[src/rtl/riscv_wb_arbiter.sv]
// Write-side front end of the flip-flop register file: ALU on W1, debug/LSU on W2,
// with a small LSU skid FIFO and a per-register pending scoreboard for decode stalls.
module riscv_wb_arbiter #(
  parameter int ADDR_WIDTH     = 5,
  parameter int DATA_WIDTH     = 32,
  parameter int LSU_FIFO_DEPTH = 2
) (
  input  logic                          clk,
  input  logic                          rst_n,
  input  logic                          issue_valid_i,
  input  logic [ADDR_WIDTH-1:0]         issue_rd_i,
  input  logic [ADDR_WIDTH-1:0]         raddr_a_i,
  input  logic [ADDR_WIDTH-1:0]         raddr_b_i,
  input  logic [ADDR_WIDTH-1:0]         raddr_c_i,
  output logic                          hazard_o,
  input  logic                          alu_valid_i,
  input  logic [ADDR_WIDTH-1:0]         alu_rd_i,
  input  logic [DATA_WIDTH-1:0]         alu_wdata_i,
  input  logic                          lsu_valid_i,
  output logic                          lsu_ready_o,
  input  logic [ADDR_WIDTH-1:0]         lsu_rd_i,
  input  logic [DATA_WIDTH-1:0]         lsu_wdata_i,
  input  logic                          dbg_we_i,
  input  logic [ADDR_WIDTH-1:0]         dbg_waddr_i,
  input  logic [DATA_WIDTH-1:0]         dbg_wdata_i,
  output logic [ADDR_WIDTH-1:0]         waddr_a_o,
  output logic [DATA_WIDTH-1:0]         wdata_a_o,
  output logic                          we_a_o,
  output logic [ADDR_WIDTH-1:0]         waddr_b_o,
  output logic [DATA_WIDTH-1:0]         wdata_b_o,
  output logic                          we_b_o,
  output logic [(2**ADDR_WIDTH)-1:0]    pending_o
);

  localparam int NUM_WORDS = 2 ** ADDR_WIDTH;
  localparam int PTR_W     = (LSU_FIFO_DEPTH > 1) ? $clog2(LSU_FIFO_DEPTH) : 1;
  localparam int CNT_W     = $clog2(LSU_FIFO_DEPTH + 1);

  logic [ADDR_WIDTH-1:0] fifo_rd   [LSU_FIFO_DEPTH];
  logic [DATA_WIDTH-1:0] fifo_data [LSU_FIFO_DEPTH];
  logic [PTR_W-1:0]      wr_ptr, rd_ptr;
  logic [CNT_W-1:0]      count;

  logic                  fifo_nempty, lsu_fire, fifo_pop, fifo_push, bypass;
  logic                  b_sel, b_dbg, b_dbg_q;
  logic [ADDR_WIDTH-1:0] b_addr;
  logic [DATA_WIDTH-1:0] b_data;
  logic [NUM_WORDS-1:0]  pending, pending_nxt;

  function automatic logic pend_at(input logic [NUM_WORDS-1:0] p,
                                   input logic [ADDR_WIDTH-1:0] a);
    return (a != '0) && p[a];
  endfunction

  assign fifo_nempty = (count != '0);
  assign lsu_ready_o = (count < CNT_W'(LSU_FIFO_DEPTH));
  assign lsu_fire    = lsu_valid_i & lsu_ready_o;
  assign fifo_pop    = !dbg_we_i && fifo_nempty;
  // Bypass only when the FIFO is empty so LSU order is never reshuffled.
  assign bypass      = !dbg_we_i && !fifo_nempty && lsu_fire;
  assign fifo_push   = lsu_fire && !bypass;

  always_comb begin
    b_sel  = 1'b0;
    b_dbg  = 1'b0;
    b_addr = '0;
    b_data = '0;
    if (dbg_we_i) begin
      b_sel  = 1'b1;
      b_dbg  = 1'b1;
      b_addr = dbg_waddr_i;
      b_data = dbg_wdata_i;
    end else if (fifo_nempty) begin
      b_sel  = 1'b1;
      b_addr = fifo_rd[rd_ptr];
      b_data = fifo_data[rd_ptr];
    end else if (lsu_fire) begin
      b_sel  = 1'b1;
      b_addr = lsu_rd_i;
      b_data = lsu_wdata_i;
    end
  end

  always_ff @(posedge clk) begin
    if (fifo_push) begin
      fifo_rd[wr_ptr]   <= lsu_rd_i;
      fifo_data[wr_ptr] <= lsu_wdata_i;
    end
  end

  always_ff @(posedge clk or negedge rst_n) begin
    if (!rst_n) begin
      wr_ptr <= '0;
      rd_ptr <= '0;
      count  <= '0;
    end else begin
      if (fifo_push) wr_ptr <= wr_ptr + PTR_W'(1);
      if (fifo_pop)  rd_ptr <= rd_ptr + PTR_W'(1);
      if (fifo_push && !fifo_pop)      count <= count + CNT_W'(1);
      else if (!fifo_push && fifo_pop) count <= count - CNT_W'(1);
    end
  end

  // Write ports: one registered stage each; x0 is never written.
  always_ff @(posedge clk or negedge rst_n) begin
    if (!rst_n) begin
      we_a_o    <= 1'b0;
      waddr_a_o <= '0;
      wdata_a_o <= '0;
      we_b_o    <= 1'b0;
      waddr_b_o <= '0;
      wdata_b_o <= '0;
      b_dbg_q   <= 1'b0;
    end else begin
      we_a_o <= alu_valid_i && (alu_rd_i != '0);
      if (alu_valid_i) begin
        waddr_a_o <= alu_rd_i;
        wdata_a_o <= alu_wdata_i;
      end
      we_b_o    <= b_sel && (b_addr != '0);
      waddr_b_o <= b_addr;
      wdata_b_o <= b_data;
      b_dbg_q   <= b_dbg;
    end
  end

  // Clears come from writes presented this cycle; a same-edge issue re-sets the bit.
  always_comb begin
    pending_nxt = pending;
    if (we_a_o)             pending_nxt[waddr_a_o] = 1'b0;
    if (we_b_o && !b_dbg_q) pending_nxt[waddr_b_o] = 1'b0;
    if (issue_valid_i)      pending_nxt[issue_rd_i] = 1'b1;
    pending_nxt[0] = 1'b0;
  end

  always_ff @(posedge clk or negedge rst_n) begin
    if (!rst_n) pending <= '0;
    else        pending <= pending_nxt;
  end

  assign pending_o = pending;
  assign hazard_o  = pend_at(pending, raddr_a_i) | pend_at(pending, raddr_b_i) |
                     pend_at(pending, raddr_c_i) |
                     (issue_valid_i && pend_at(pending, issue_rd_i));

endmodule
[config.mk]
export PLATFORM = sky130hd
export DESIGN_NAME = riscv_wb_arbiter
export DESIGN_NICKNAME = d
export VERILOG_FILES = /design/src/rtl/riscv_wb_arbiter.sv
export SDC_FILE = /design/constraint.sdc
export NUM_CORES = 1
export LEC_CHECK = 0
export BUFFER_PORTS_ARGS = -buffer_cell sky130_fd_sc_hd__buf_2
export CAP_MARGIN = 40
export CORE_MARGIN = 5
export CORE_UTILIZATION = 40
export DETAILED_ROUTE_END_ITERATION = 10
export SKIP_LAST_GASP = 1
export SYNTH_ARGS = -nofsm -noshare
export SYNTH_HDL_FRONTEND = slang
export SYNTH_SLANG_ARGS = --single-unit
[constraint.sdc]
create_clock -name clk -period 6.2 [get_ports clk]
set_input_delay 0.62 -clock clk [delete_from_list [all_inputs] [get_ports clk]]
set_output_delay 0.62 -clock clk [all_outputs]
set_load 0.02 [all_outputs]
# --- After elaboration in Yosys (flattened, before gate mapping) ---
# Memory sizes are Yosys's and may differ from the RTL's.
# Index checks and enable logic that the tools add are counted.
totals:
  register_bits: 112
  ramBits: 74
  inputBits: 137
  output_inout_bits: 110
  word_cells: 98
  memories: 2
op_classes:
  addsub: 4
  magnitude_cmp: 10
  muxes: 31
  bitwise: 9
  n_reduce_logical: 31
mem_list:
  columns: ["name", "depth", "width", "read_ports", "rd_clocked_by_memory_dff", "wr", "line", "rtl"]
  rows:
  - ["fifo_data", 2, 32, 1, 0, 1, "40", "logic [DATA_WIDTH-1:0] fifo_data [LSU_FIFO_DEPTH];"]
  - ["fifo_rd", 2, 5, 1, 0, 1, "39", "logic [ADDR_WIDTH-1:0] fifo_rd [LSU_FIFO_DEPTH];"]
ops:
  columns: ["cell", "n"]
  rows:
  - ["$mux W32", 6]
  - ["$and A32 B32 Y32", 2]
  - ["$not A32 Y32", 2]
  - ["$lt A5 B6 Y1 const B", 6]
  - ["$or A32 B32 Y32", 1]
  - ["$reduce_bool A5 Y1", 6]
  - ["$bmux W1 S5", 4]
  - ["$logic_and A1 B1 Y1", 17]
  - ["$demux W1 S5", 3]
  - ["$ge A5 B1 Y1 const B", 3]
  - ["$mux W5", 3]
  - ["$mux W1", 13]
  - ["$logic_not A1 Y1", 6]
  - ["$mux W2", 2]
  - ["$reduce_bool A2 Y1", 2]
  - ["$or A1 B1 Y1", 3]
  - ["$add A1 B1 Y1 const B", 2]
  - ["$add A2 B1 Y2 const B", 1]
  - ["$lt A2 B2 Y1 const B", 1]
  - ["$sub A2 B1 Y2 const B", 1]
  - ["$and A1 B1 Y1", 1]

# --- Longest topological paths before layout ---
# Gate-level depths: netlist of run 1.
logic_depth:
  ltp_word: 11
  mapped_depth: 8
  mapped_depth_nobuf: 6

# --- Least setup slack after synthesis of run 1 ---
# No wires, ideal clock.
synth_path:
  path_type: "input port to flip-flop"
  startpoint: "in dbg_we_i"
  endpoint: "mem fifo_data[0][0], enable pin"
  setup_time_ps: 431
  arrival_time_ps: 2917
  t_required_ps: 5769
  path_slack_ps: 2851
  cell_stages: 4
  n_path_buf: 2
  path_cell_list: "clkbuf_1 -> clkbuf_1 -> o21ai_0 -> nor2_1"
synth_between:
  elab_chain_len: 7
synth_rtl:
  columns: ["element", "line", "rtl"]
  rows:
  - ["start: declaration", "23", "input logic dbg_we_i,"]
  - ["$logic_not A1 Y1", "60", "assign bypass = !dbg_we_i && !fifo_nempty && lsu_fire;"]
  - ["$logic_and A1 B1 Y1 (2 in series)", "60", null]
  - ["$logic_not A1 Y1", "61", "assign fifo_push = lsu_fire && !bypass;"]
  - ["$logic_and A1 B1 Y1", "61", null]
  - ["$mux W1", "85", "if (fifo_push) begin"]
  - ["$mux W1 (implied by the code)", "87", "fifo_data[wr_ptr] <= lsu_wdata_i;"]
  - ["end: declaration", "40", null]
# Every way passes these cells.

# --- Final worst setup path of run 1 ---
layout_path:
  startpoint: "in issue_rd_i[0]"
  endpoint: "out hazard_o"
layout_between:
  elab_chain_len: 5
  word_cells_on_any_way: 6
  classes_between: "mux (2); bitwise (1); reduce/logical (3)"
layout_rtl:
  columns: ["element", "line", "rtl"]
  rows:
  - ["start: declaration", "11", "input logic [ADDR_WIDTH-1:0] issue_rd_i,"]
  - ["$bmux W1 S5", "52", "return (a != '0) && p[a];"]
  - ["$mux W1 (implied by the code)", "52", null]
  - ["$logic_and A1 B1 Y1 (*)", "52", null]
  - ["$logic_and A1 B1 Y1 (*)", "144", "(issue_valid_i && pend_at(pending, issue_rd_i));"]
  - ["$or A1 B1 Y1 (*)", "143", "pend_at(pending, raddr_c_i) |"]
  - ["end: declaration", "15", "output logic hazard_o,"]
# Mark *: on every way between the ends. The rest lies on a longest branch, timed or not. The select of a mux whose other input is x is not followed.

==> summary.md, run 1 <==
| Metric | Value |
|---|---|
| Run status | `completed` |
| Syn Area/Cell | `12.79 sq um` |
| Cells after Synth | `678` |
| Total Wirelength | `23470 microns` |
| Worst reg2reg startpoint | `count[0]` |
| Die height | `157.3 microns` |
| Multi-input gate area | `3317 sq um` |
| Fillcell total | `1918` |
| Max IR drop VDD | `0.0002015 V` |
| Post-route ant nets | `0` |
| CTS tree | `yes` |
| FMAX | `319.6 MHz` |
| Area Growth Syn to Fin | `23.97%` |
| Warning count from the yosys run | `0` |
| Register area | `5026 sq um` |
| Reg2reg path depth | `7` |
| GRT Util Overall | `18.85%` |
| Count of final setup violators | `0` |
| Mapped cell area | `8675 sq um` |
| Worst Setup SP | `issue_rd_i[0]` |
| Routability cong. | `0.9239` |
| DRC | `0` |
| Crit-path max cell delay | `0.39 ns` |
| Cell at the slowest stage of the critical path | `mux2_2` |
| Root buffer cell | `clkbuf_16` |
| Worst Setup End Kind | `primary output` |
| Critical Path RT | `5.58 ns` |
| Die width | `157.3 microns` |
| First-pass GRT wire length | `36360 microns` |
| Max clock buf depth | `2` |
| Nets | `1038` |
| Via count of the first global-routing pass | `6550` |
| Synthesis-stage register bit count | `186` |
| CTS Sinks | `186` |
| Sequential-to-total area share from yosys stat | `57.93%` |
| Post-synth cell types | `44` |
| Routed vias | `6571` |
| Iter 0 DRT Violations | `544` |
| Period Utilization, post-route | `50.46%` |
| Setup TNS Final | `0 ns` |
| HPWL Detailed | `16240 microns` |
| Slew headroom | `43.47%` |
| Wire per inst | `19.74 microns` |
| Initial core utilization | `40.88%` |
| Top Usage Layer GRT | `met2` |
| Port Buf Inserts | `245` |
| Final Hold Viols | `0` |
| Fin Hold WS | `0.2412 ns` |
| Largest net degree at the start of global routing | `83` |
| # Max-Cap Violations | `0` |
| Pwr/cell area | `423.4 nW/um^2` |
| Most common cell after layout, fill and taps aside | `buf_2` |
| CP Class | `input pin to primary output` |
| Worst Clk Skew | `0.02245 ns` |
| Slew Limit Fails | `0` |
| GR Overflow Total | `0` |
| Top-Level Pins | `247` |
| Leakage | `4.573 nW` |
| Worst R2R End | `we_b_o` |
| Die ar. | `24730 sq um` |
| Met3 Use GR | `5.829%` |
| Layout cells sized above 1 | `39.06%` |
| Post-synth ARST share | `60.22%` |
| Worst setup SP type | `input pin` |
| Total CTS buffers | `17` |
| Reg2Reg Setup Slack | `4.12 ns` |
| Min cycle time layout | `3.128 ns` |
| HP Class | `input pin to asynchronous set/reset pin` |
| RSZ-0062 raised after global routing | `no` |
| Hold_buf cts | `0` |
| Met2 Use GR | `29.37%` |
| Initial antenna violation count | `5` |
| Synth Flop Type | `dfrtp_1` |
| Diode count | `0` |
| DR pass1 iterations | `5` |
| Vias per cell | `5.526` |
| Worst-Margin Slew | `0.8480 ns` |
| Placeable Area | `21220 sq um` |
| Htree depth | `4` |
| Most frequent cells in the layout | `buf_2, dfrtp_1, edfxtp_1` |
| Global-route track usage on met1 | `25.34%` |
| Worst Path Arrival | `2.51 ns` |
| Critical Path, Cell by Cell | `buf_2, mux2_2, nand3_1, o311ai_1, a221o_1, o31ai_1, nand4_1, buf_2` |
| Worst-path fanout max | `20` |
| EDFF count, synth | `74` |
| Most used cell, CP | `buf_2` |
| Post-CTS Setup Bufs | `0` |
| Clk slew on worst S/H paths | `0.07 ns` |
| Clock insertion delay at the later pin of the skew report | `0.43 ns` |
| Mapped Nets | `815` |
| Setup crit end | `hazard_o` |
| Post-CTS Resized | `0` |
| FP Rows | `53` |
[registers in the layout (all words and copies together) (netlist names)]
name / count
b_dbg_q: 1
count: 2
fifo_data: 64
fifo_rd: 10
pending_o: 31
rd_ptr: 1
waddr_a_o: 5
waddr_b_o: 5
wdata_a_o: 32
wdata_b_o: 32
we_a_o: 1
we_b_o: 1
wr_ptr: 1
[final cells by class]
class                   count  share of cell area (%)
repair buffers            252                   12.26
clock inverters            13                   1.536
multi-input cells         404                   30.84
clock buffers              19                   4.026
inverters                  40                   1.396
well taps                 275                   3.200
flip-flops and latches    186                   46.74
[cell usage after synthesis (all sizes together), types with 4 or more instances]
master	count	area, sq um
nor2b	4	25.02
or3b	8	70.07
a311oi	37	324.1
o21ai	37	185.2
buf	17	88.83
nor3	5	25.02
or3	4	25.02
mux2i	57	570.6
mux2	40	450.4
dfrtp	112	2803
a21oi	41	205.2
nor2	49	183.9
a211oi	4	30.03
edfxtp	74	2222
inv	40	150.1
nand2	14	52.55
o221ai	32	280.3
mux4	23	518.0
nand2b	4	25.02
o22ai	4	25.02
nand3b	13	97.59
clkbuf	31	116.4
nand3	6	30.03
nor3b	4	30.03
[routing by layer]
layer  vias to the layer above  share of wire, %
met5                         -              0.21
li1                       3049                 -
met1                      3158                40
met4                        10               1.7
met2                       311                49
met3                        43               9.0
[report_power, final]
group,internal (mW),switching (mW)
sequential,1.59,0.315
combinational,0.646,0.899
clock,0.639,0.468
[worst max-delay path: cells and delay by family]
| kind | cells | cell delay [ns] |
|---|---|---|
| AND/OR/NAND/NOR | 2 | 0.20 |
| AO/OA/AOI/OAI | 3 | 0.74 |
| buffers and inverters | 2 | 0.56 |
| multiplexers | 1 | 0.39 |
[through the flow]
stage                     setup slack, ns  instance area [sq um]  total power [mW]  cells  utilization, %
after floorplan                     2.851                   8675             2.878    678               -
after detailed placement            3.077                  10160             3.472   1157           47.86
after CTS                           3.068                  10750             4.592   1189           50.68
after global routing                2.949                  10750             4.820   1189           50.68
after global placement              2.975                  10100             3.448   1154           47.58
final                               3.072                  10750             4.554   1189           50.68
[worst min-delay path by stage]
stage,slack (ns),to,depth (start not counted),from
after floorplan,0.32,b_dbg_q,0,rst_n
after global placement,0.49,wdata_a_o[3],1,wdata_a_o[3]
after detailed placement,0.49,wdata_a_o[2],1,wdata_a_o[2]
after CTS,0.26,wdata_b_o[24],1,rst_n
after global routing,0.29,wdata_b_o[24],1,rst_n
final,0.24,wdata_b_o[24],1,rst_n
[cells by family (layout without fill, tap and decap cells)]
kind of cell           count (synthesis)  in the layout  share of synthesized area (%)
flip-flops                           186            186                          57.93
AO/OA/AOI/OAI                        164            164                          12.98
multiplexers                         120            120                          17.74
AND/OR/NAND/NOR                      116            116                          6.909
buffers and inverters                 88            324                          4.096
XOR/XNOR                               3              3                         0.3030
other                                  1              1                        0.04323
(Power assumes the default switching activity.)
==> inputs of run 2 (changes only) <==
Clock period 6.2 ns to 2.91 ns, I/O delays scaled along.
==> summary.md, run 2 (same netlist as run 1, synthesis figures left out) <==
| Metric | Value |
|---|---|
| Vias per cell | `5.516` |
| Max reg flops | `64` |
| Via count of the first global-routing pass | `6689` |
| Placeable Area | `21220 sq um` |
| Final WS setup | `0.2649 ns` |
| Leakage | `4.618 nW` |
| Hold_buf cts | `1` |
| Fillcell total | `1893` |
| Total Power | `9.796 mW` |
| Pre-CTS setup slack | `0.4333 ns` |
| Worst Path Arrival | `2.35 ns` |
| CTS Sinks | `186` |
| Slew Limit Fails | `0` |
| CP Class | `flop to primary output` |
| HP Class | `input pin to flop` |
| Pwr/cell area | `903.4 nW/um^2` |
| RSZ-0062 raised after global routing | `no` |
| Clk slew on worst S/H paths | `0.08 ns` |
| GR Overflow Total | `0` |
| Root buffer cell | `clkbuf_16` |
| Run status | `completed` |
| Total Wirelength | `23870 microns` |
| Most common cell after layout, fill and taps aside | `buf_2` |
| Layout cells sized above 1 | `39.50%` |
| Min cycle time layout | `2.645 ns` |
| Most frequent cells in the layout | `buf_2, dfrtp_1, edfxtp_1` |
| Critical Path RT | `2.62 ns` |
| Slew headroom | `42.04%` |
| FMAX | `378.1 MHz` |
| Period Utilization, post-route | `90.90%` |
| # Max-Cap Violations | `0` |
| Wire per inst | `19.98 microns` |
| Crit-path max cell delay | `0.48 ns` |
| Initial core utilization | `40.88%` |
| Util after Layout | `51.10%` |
| Die width | `157.3 microns` |
| Hold wc startpoint | `lsu_wdata_i[13]` |
| Area post-placement | `10210 sq um` |
| First-pass GRT wire length | `37400 microns` |
| Post-route design area | `10840 sq um` |
| Routed vias | `6592` |
| Post-route ant nets | `0` |
| Initial antenna violation count | `4` |
| Post-CTS Setup Bufs | `0` |
| Die height | `157.3 microns` |
| Critical Path, Cell by Cell | `mux2_1, nand3b_1, o311ai_1, a221o_1, o31ai_1, nand4_1, buf_2` |
| Htree depth | `4` |
| Count of final setup violators | `0` |
| Total CTS buffers | `17` |
| Max IR drop VDD | `0.0004969 V` |
| Max clock buf depth | `2` |
| Area Growth Syn to Fin | `25.00%` |
| HPWL Detailed | `16690 microns` |
| Worst setup SP type | `flop` |
| CTS tree | `yes` |
| Worst-Margin Slew | `0.8693 ns` |
| Worst Setup End Kind | `primary output` |
| Hold Path Stages | `1` |
| Cell at the slowest stage of the critical path | `dfrtp_1` |
| DRC | `0` |
| Port Buf Inserts | `245` |
| Top-Level Pins | `247` |
| Reg2reg path depth | `4` |
| Largest regs | `fifo_data x64, wdata_a_o x32, wdata_b_o x32` |
| Routability cong. | `0.8850` |
| Largest net degree at the start of global routing | `82` |
| Worst reg2reg startpoint | `count[1]` |
| Worst Setup SP | `pending_o[12]` |
| Final Hold Viols | `0` |
| Fin Hold WS | `0.06839 ns` |
| Clock insertion delay at the later pin of the skew report | `0.42 ns` |
| Worst-path fanout max | `6` |
| FP Rows | `53` |
| Iter 0 DRT Violations | `430` |
| Nets | `1043` |
| Post-CTS Resized | `0` |
| Worst Clk Skew | `0.01498 ns` |
| DR pass1 iterations | `4` |
| GRT Util Overall | `19.24%` |
| Largest register by flop count | `fifo_data` |
| Die ar. | `24730 sq um` |
run 2: changes by cell type in the layout (fill, tap and decap cells not counted), sizes merged:
cell,change
buf,+4
diode,+1
bufinv,-1
clkinv,+1
clkbuf,-1
dlygate4sd3,+1
inv,+2
clkinvlp,-1
run 2: path summary, 6_finish.rpt:
path,endpoint,slack [ns]
max,hazard_o,0.26
min,fifo_data[0][13],0.07
max reg2reg,fifo_data[0][29],0.77
min reg2reg,wdata_a_o[14],0.50
max in group asynchronous,pending_o[4],1.73
min in group asynchronous,wdata_b_o[24],0.45
run 2: critical path, delay by kind of cell (launching register included):
| kind | cells | cell delay [ns] |
|---|---|---|
| DFF | 1 | 0.48 |
| buffers and inverters | 1 | 0.18 |
| muxes | 1 | 0.32 |
| and+or+nand+nor | 2 | 0.19 |
| AOI/OAI and AO/OA | 3 | 0.75 |
run 2: report_power, final:
group	internal [mW]	total, mW	switching, mW	leakage, nW
clock	1.33	2.41	1.08	0.306
combinational	1.42	3.30	1.89	2.33
sequential	3.38	4.08	0.700	1.98
total	6.13	9.80	3.67	4.62
run 2: cell type report:
| class | instances | area [sq um] | share of cell area, % |
|---|---|---|---|
| tap | 275 | 344.1 | 3.173 |
| multi-input combinational | 404 | 3317 | 30.59 |
| sequential | 186 | 5026 | 46.35 |
| clock inverter | 14 | 180.2 | 1.662 |
| antenna | 1 | 2.502 | 0.02308 |
| clock buffer | 18 | 439.2 | 4.050 |
| inverter | 40 | 150.1 | 1.385 |
| timing repair buffer | 257 | 1384 | 12.76 |
run 2: metal layers:
metal  up-vias  wire length [microns]  track usage [%]
met4         6                    359            5.244
met2       262                  11650            31.10
met5         -                     28                0
li1       3056                      -                -
met1      3234                   9716            25.36
met3        34                   2116            5.911
run 2: through the flow:
stage	setup TNS, ns	instances
global route	0	1195
global placement	0	1160
detailed placement	0	1161
finish	0	1195
floorplan	-8.127	678
CTS	0	1194
